### src/rtl/irrigation_sequencer.sv
// Irrigation sequencer: debounced tank levels, timed sprinkler/drip runs with
// cooldown and fault hold, plus a hysteretic inlet valve. All outputs registered.
module irrigation_sequencer #(
    parameter int unsigned DEBOUNCE = 16,
    parameter int unsigned MIN_ON   = 1000,
    parameter int unsigned COOLDOWN = 500,
    parameter int unsigned ERR_HOLD = 64
) (
    input  logic       clock,
    input  logic       reset,
    input  logic       high,
    input  logic       middle,
    input  logic       low,
    input  logic       umidadeDoSolo,
    input  logic       umidadeDoAr,
    input  logic       temperatura,
    output logic       erro,
    output logic       saidaDoAlarme,
    output logic       ValvulaDeEntrada,
    output logic       ValvulaDeAspersao,
    output logic       ValvulaDeGotejamento,
    output logic [2:0] estado
);
    localparam int unsigned DB_W   = $clog2(DEBOUNCE + 1);
    localparam int unsigned ON_W   = (MIN_ON > 1) ? $clog2(MIN_ON) : 1;
    localparam int unsigned COOL_W = (COOLDOWN > 1) ? $clog2(COOLDOWN) : 1;
    localparam int unsigned HOLD_W = $clog2(ERR_HOLD + 1);

    localparam logic [DB_W-1:0]   DB_LAST   = DB_W'(DEBOUNCE - 1);
    localparam logic [ON_W-1:0]   ON_LAST   = ON_W'(MIN_ON - 1);
    localparam logic [COOL_W-1:0] COOL_LAST = COOL_W'(COOLDOWN - 1);
    localparam logic [HOLD_W-1:0] HOLD_LAST = HOLD_W'(ERR_HOLD - 1);

    typedef enum logic [2:0] {
        ST_IDLE     = 3'd0,
        ST_SPRINKLE = 3'd1,
        ST_DRIP     = 3'd2,
        ST_COOL     = 3'd3,
        ST_FAULT    = 3'd4
    } state_t;

    state_t state;

    // level bit order: [2]=high, [1]=middle, [0]=low
    logic [2:0]        s_lvl;
    logic [2:0]        filt_lvl;
    logic [DB_W-1:0]   db_cnt [3];
    logic              s_soil, s_air, s_temp;
    logic [ON_W-1:0]   on_cnt;
    logic [COOL_W-1:0] cool_cnt;
    logic [HOLD_W-1:0] hold_cnt;

    logic filt_high, filt_middle, filt_low;
    logic erro_comb, alarm_comb, drip_sel, run_level, fault_next;

    assign filt_high   = filt_lvl[2];
    assign filt_middle = filt_lvl[1];
    assign filt_low    = filt_lvl[0];

    assign erro_comb  = (filt_high & ~filt_middle) | (filt_middle & ~filt_low);
    assign alarm_comb = erro_comb | ~filt_low;
    assign drip_sel   = s_temp & ~s_air;
    assign run_level  = (state == ST_DRIP) ? filt_low : filt_middle;
    assign fault_next = erro_comb | ((state == ST_FAULT) & (hold_cnt != HOLD_LAST));

    // Input registers and level debouncers
    always_ff @(posedge clock) begin
        if (reset) begin
            s_lvl    <= '0;
            s_soil   <= 1'b0;
            s_air    <= 1'b0;
            s_temp   <= 1'b0;
            filt_lvl <= '0;
            for (int i = 0; i < 3; i++) db_cnt[i] <= '0;
        end else begin
            s_lvl  <= {high, middle, low};
            s_soil <= umidadeDoSolo;
            s_air  <= umidadeDoAr;
            s_temp <= temperatura;
            for (int i = 0; i < 3; i++) begin
                if (s_lvl[i] == filt_lvl[i]) begin
                    db_cnt[i] <= '0;
                end else if (db_cnt[i] == DB_LAST) begin
                    filt_lvl[i] <= ~filt_lvl[i];
                    db_cnt[i]   <= '0;
                end else begin
                    db_cnt[i] <= db_cnt[i] + DB_W'(1);
                end
            end
        end
    end

    always_ff @(posedge clock) begin
        if (reset) begin
            erro          <= 1'b0;
            saidaDoAlarme <= 1'b0;
        end else begin
            erro          <= erro_comb;
            saidaDoAlarme <= alarm_comb;
        end
    end

    // Inlet valve hysteresis: open below middle, close at high, shut in fault
    always_ff @(posedge clock) begin
        if (reset || fault_next) begin
            ValvulaDeEntrada <= 1'b0;
        end else if (!filt_middle) begin
            ValvulaDeEntrada <= 1'b1;
        end else if (filt_high) begin
            ValvulaDeEntrada <= 1'b0;
        end
    end

    // Sequencing FSM; valves and estado are registered with the state
    always_ff @(posedge clock) begin
        if (reset) begin
            state                <= ST_IDLE;
            estado               <= ST_IDLE;
            ValvulaDeAspersao    <= 1'b0;
            ValvulaDeGotejamento <= 1'b0;
            on_cnt               <= '0;
            cool_cnt             <= '0;
            hold_cnt             <= '0;
        end else if (erro_comb) begin
            state                <= ST_FAULT;
            estado               <= ST_FAULT;
            ValvulaDeAspersao    <= 1'b0;
            ValvulaDeGotejamento <= 1'b0;
            hold_cnt             <= '0;
        end else begin
            case (state)
                ST_IDLE: begin
                    if (!s_soil && !alarm_comb && (drip_sel ? filt_low : filt_middle)) begin
                        state                <= drip_sel ? ST_DRIP : ST_SPRINKLE;
                        estado               <= drip_sel ? ST_DRIP : ST_SPRINKLE;
                        ValvulaDeAspersao    <= ~drip_sel;
                        ValvulaDeGotejamento <= drip_sel;
                        on_cnt               <= '0;
                    end
                end
                ST_SPRINKLE, ST_DRIP: begin
                    if (alarm_comb || !run_level || (s_soil && on_cnt >= ON_LAST)) begin
                        state                <= ST_COOL;
                        estado               <= ST_COOL;
                        ValvulaDeAspersao    <= 1'b0;
                        ValvulaDeGotejamento <= 1'b0;
                        cool_cnt             <= '0;
                    end else if (on_cnt != ON_LAST) begin
                        on_cnt <= on_cnt + ON_W'(1);
                    end
                end
                ST_COOL: begin
                    if (cool_cnt == COOL_LAST) begin
                        state  <= ST_IDLE;
                        estado <= ST_IDLE;
                    end else begin
                        cool_cnt <= cool_cnt + COOL_W'(1);
                    end
                end
                ST_FAULT: begin
                    if (hold_cnt == HOLD_LAST) begin
                        state  <= ST_IDLE;
                        estado <= ST_IDLE;
                    end else begin
                        hold_cnt <= hold_cnt + HOLD_W'(1);
                    end
                end
                default: begin
                    state                <= ST_IDLE;
                    estado               <= ST_IDLE;
                    ValvulaDeAspersao    <= 1'b0;
                    ValvulaDeGotejamento <= 1'b0;
                end
            endcase
        end
    end
endmodule

### config.mk
export PLATFORM = sky130hd
export DESIGN_NAME = irrigation_sequencer
export DESIGN_NICKNAME = d
export VERILOG_FILES = /design/src/rtl/irrigation_sequencer.sv
export SDC_FILE = /design/constraint.sdc
export NUM_CORES = 1
export LEC_CHECK = 0
export CELL_PAD_IN_SITES_DETAIL_PLACEMENT = 0
export CELL_PAD_IN_SITES_GLOBAL_PLACEMENT = 1
export CORE_MARGIN = 2
export CORE_UTILIZATION = 30
export CTS_BUF_LIST = sky130_fd_sc_hd__clkbuf_4 sky130_fd_sc_hd__clkbuf_8 sky130_fd_sc_hd__clkbuf_16
export DETAILED_ROUTE_END_ITERATION = 12
export HOLD_SLACK_MARGIN = 0.1
export PLACE_DENSITY = 0.52
export SYNTH_ARGS = -nofsm -noshare
export SYNTH_HDL_FRONTEND = slang
export SYNTH_SLANG_ARGS = --single-unit
### constraint.sdc
create_clock -name clock -period 6.03 [get_ports clock]
set_input_delay 0.603 -clock clock [delete_from_list [all_inputs] [get_ports clock]]
set_output_delay 0.603 -clock clock [all_outputs]
set_load 0.01 [all_outputs]
==> results.md <==
* Number of synthesized flops with an enable pin at 15
* Clock sinks at 58
* Worst EP required at 6.30 ns
* I/O pins at 16
* Layout cell share with drive strength beyond 1 at 6.997%
* Final hold violation count at 0
* Worst-Margin Slew at 0.7165 ns
* Routed length per instance at 13.76 µm
* Post-DRT Antenna Nets at 0
* Dpl cells at 456
* Diodes inserted at 0
* Post-DP HPWL at 4.538 mm
* Vias at 2316
* Post-CTS setup buffers at 0
* Port buffer count at 15
* Die Span X at 101.7 µm
* Initial Utilization at 30.98%
* Final Skew at 0.01266 ns
* Hold-fix buffers at CTS at 0
* DRC Markers at 0
* Setup TNS at 0 ns
* Max Transition Viols Final at 0
* Status: complete, no violations
* CTS HTree Levels at 3
* Final WL at 6.496 mm
* Max-Cap Viols at 0
* Post_cts resized at 0
* Synth Warn # at 0
* Overflow after GRT at 0
* Area growth syn-to-layout at 16.96%
* Number of global-route vias before repair at 2163
* Relative slew slack at 51.95%
* Crit end category: flop
* Largest net degree at the start of global routing at 21
* Static Leakage at 1.197 nW
* Finish-stage setup viols at 0
* RSZ-0062 raised after global routing: false
* Drt pass-1 iters at 4
* Max rail drop VDD at 112.6 µV
* Full die area at 10340 µm²
* Pwr per Cell Area at 322.2 nW/µm²
* Main flop type after synthesis: dfxtp_1
* Final-layout fill cell count at 972
* Crit path arrival time at 2.71 ns
* CTS Buffer Depth at 2
* Die span in y at 101.7 µm
* First-pass GRT wire length at 10.76 mm
* Achievable Freq at 0.4098 GHz
* Core Area at 9240 µm²
* Initial antenna violation count at 0
* Startpoint Class: input pin
* Total track usage at 13.69%
* Max FO, Critical Path at 20
* Async set-reset flop share out of synthesis at 0%
* Sequential cell area fraction in the yosys report at 45.80%
* Clk slew on worst S/H paths at 0.07 ns
* Register bit total from synthesis at 58
* Hold Crit Class: flop to flop
* GP Congestion at 0.7064
* Final worst-path cycle share at 40.46%
* Final cell count without fillers at 472
* DRT iter0 DRCs at 117
* CTS tree: done
* Synth Instances at 309
* Clock latency on the worst-skew pair at 0.35 ns
* Crit Path Category: input pin to flop
* Nets at 355
* Post-synthesis cell area at 2863 µm²
* Syn_area_per_cell at 9.265 µm²
* Root Buffer: clkbuf_8
* Row count at 35
* Total CTS buffers at 9
* Vias per cell at 4.907
* Cell variety after synth at 50
* Post-layout min period at 2.440 ns
==> power breakdown <==
| part | switching [mW] | internal (mW) | leakage, nW |
|---|---|---|---|
| Clock | 0.158 | 0.159 | 0.0890 |
| Combinational | 0.189 | 0.119 | 0.604 |
| Sequential | 0.0320 | 0.422 | 0.504 |
==> final timing paths <==
kind               start     endpoint  slack [ns]  cells past startpoint
max reg2reg  filt_lvl[1]    on_cnt[9]        3.69                      5
max                reset    on_cnt[9]        3.59                      6
min          hold_cnt[6]  hold_cnt[6]        0.46                      1
min reg2reg  hold_cnt[6]  hold_cnt[6]        0.46                      1
==> flip-flops by register name, summed over array words and instances (netlist names) <==
| name | cells |
|---|---|
| ValvulaDeEntrada | 1 |
| s_soil | 1 |
| ValvulaDeGotejamento | 1 |
| estado | 1 |
| ValvulaDeAspersao | 1 |
| s_lvl | 3 |
| filt_lvl | 3 |
| cool_cnt | 9 |
| erro | 1 |
| db_cnt | 15 |
| state | 2 |
| s_temp | 1 |
| s_air | 1 |
| on_cnt | 10 |
| hold_cnt | 7 |
| saidaDoAlarme | 1 |
==> area by class of cell <==
class	instances	area, µm²	share of cell area [%]
Clock buffer	11	145.1	4.335
Clock inverter	5	21.27	0.6353
Inverter	15	56.30	1.682
Multi-Input combinational cell	237	1488	44.43
Sequential cell	58	1311	39.16
Tap cell	129	161.4	4.821
Timing Repair Buffer	17	165.2	4.933
==> cell families (layout without fill, tap and decap cells) <==
family          Yosys count  after routing  share of synthesized area (%)
compound gates           78             78                          18.05
xor+xnor                 14             14                          4.283
fa+ha+maj                 9              9                          3.934
buf+inv                  28             48                          4.064
flops                    58             58                          45.80
mux                       5              5                          1.748
other cells               1             15                         0.1310
simple gates            116            116                          21.98
==> cells in the mapped netlist (2+ instances only) <==
| master | n | share of area [%] |
|---|---|---|
| mux2i_1 | 5 | 1.7 |
| xor2_1 | 6 | 1.8 |
| a211oi_1 | 3 | 0.79 |
| o21a_1 | 2 | 0.52 |
| or4_1 | 7 | 1.8 |
| o21ai_1 | 2 | 0.35 |
| o311a_1 | 2 | 0.70 |
| nand4_1 | 10 | 2.2 |
| ha_1 | 9 | 3.9 |
| o31ai_1 | 11 | 2.9 |
| a21o_1 | 3 | 0.79 |
| o41ai_1 | 3 | 0.92 |
| and2_1 | 3 | 0.66 |
| nand3_1 | 7 | 1.2 |
| nor2b_1 | 7 | 1.5 |
| nor4_1 | 3 | 0.66 |
| and3_1 | 5 | 1.1 |
| nand2b_1 | 4 | 0.87 |
| a21oi_1 | 20 | 3.5 |
| o31a_1 | 2 | 0.61 |
| a221o_1 | 2 | 0.70 |
| or3_1 | 9 | 2.0 |
| edfxtp_1 | 15 | 16 |
| xnor2_1 | 8 | 2.4 |
| nand2_1 | 14 | 1.8 |
| a41oi_1 | 2 | 0.61 |
| o221a_2 | 2 | 0.79 |
| nor2_1 | 33 | 4.3 |
| inv_1 | 15 | 2.0 |
| or2_2 | 4 | 0.87 |
| nor3_1 | 3 | 0.52 |
| buf_2 | 3 | 0.52 |
| clkbuf_1 | 9 | 1.2 |
| a31oi_1 | 6 | 1.3 |
| dfxtp_1 | 43 | 30 |
| o21ai_0 | 13 | 2.3 |
==> critical path, stage by stage <==
cell and delay, ns:
clkdlybuf4s50_1 0.40, buf_4 0.21, a21o_1 0.32, or4_4 0.61
or4_1 0.41, a31oi_1 0.16
==> routing by layer <==
| layer | vias to the layer above | routed length [µm] | track usage (%) |
|---|---|---|---|
| li1 | 1185 | - | - |
| met1 | 1079 | 3403 | 19.46 |
| met2 | 42 | 2654 | 19.28 |
| met3 | 10 | 311 | 3.589 |
| met4 | 0 | 127 | 6.237 |
| met5 | - | 0 | 0 |
==> through the flow <==
| step | utilization [%] | power [mW] | instance area [µm²] | hold WS (ns) | worst slack, ns |
|---|---|---|---|---|---|
| floorplan | - | 0.6790 | 2915 | 0.4278 | 4.068 |
| global placement | 34.43 | 0.7723 | 3182 | 0.4333 | 3.262 |
| detailed placement | 34.43 | 0.7706 | 3182 | 0.4476 | 3.231 |
| CTS | 36.24 | 1.093 | 3348 | 0.4567 | 3.594 |
| global route | 36.24 | 1.159 | 3348 | 0.4845 | 3.470 |
| finish | 36.24 | 1.079 | 3348 | 0.4561 | 3.590 |
==> cells in the final DEF (no fill, tap or decap), drive strengths merged, types with 6 or more instances in the layout <==
cell type	instances
nor2	33
inv	15
conb	15
nand4	10
dfxtp	43
clkdlybuf4s50	15
xnor2	8
nor2b	7
ha	9
a31oi	6
xor2	6
o31ai	11
or4	8
o21ai	15
or3	9
nand3	7
nand2	14
clkbuf	11
edfxtp	15
a21oi	20
(Power assumes the default switching activity.)
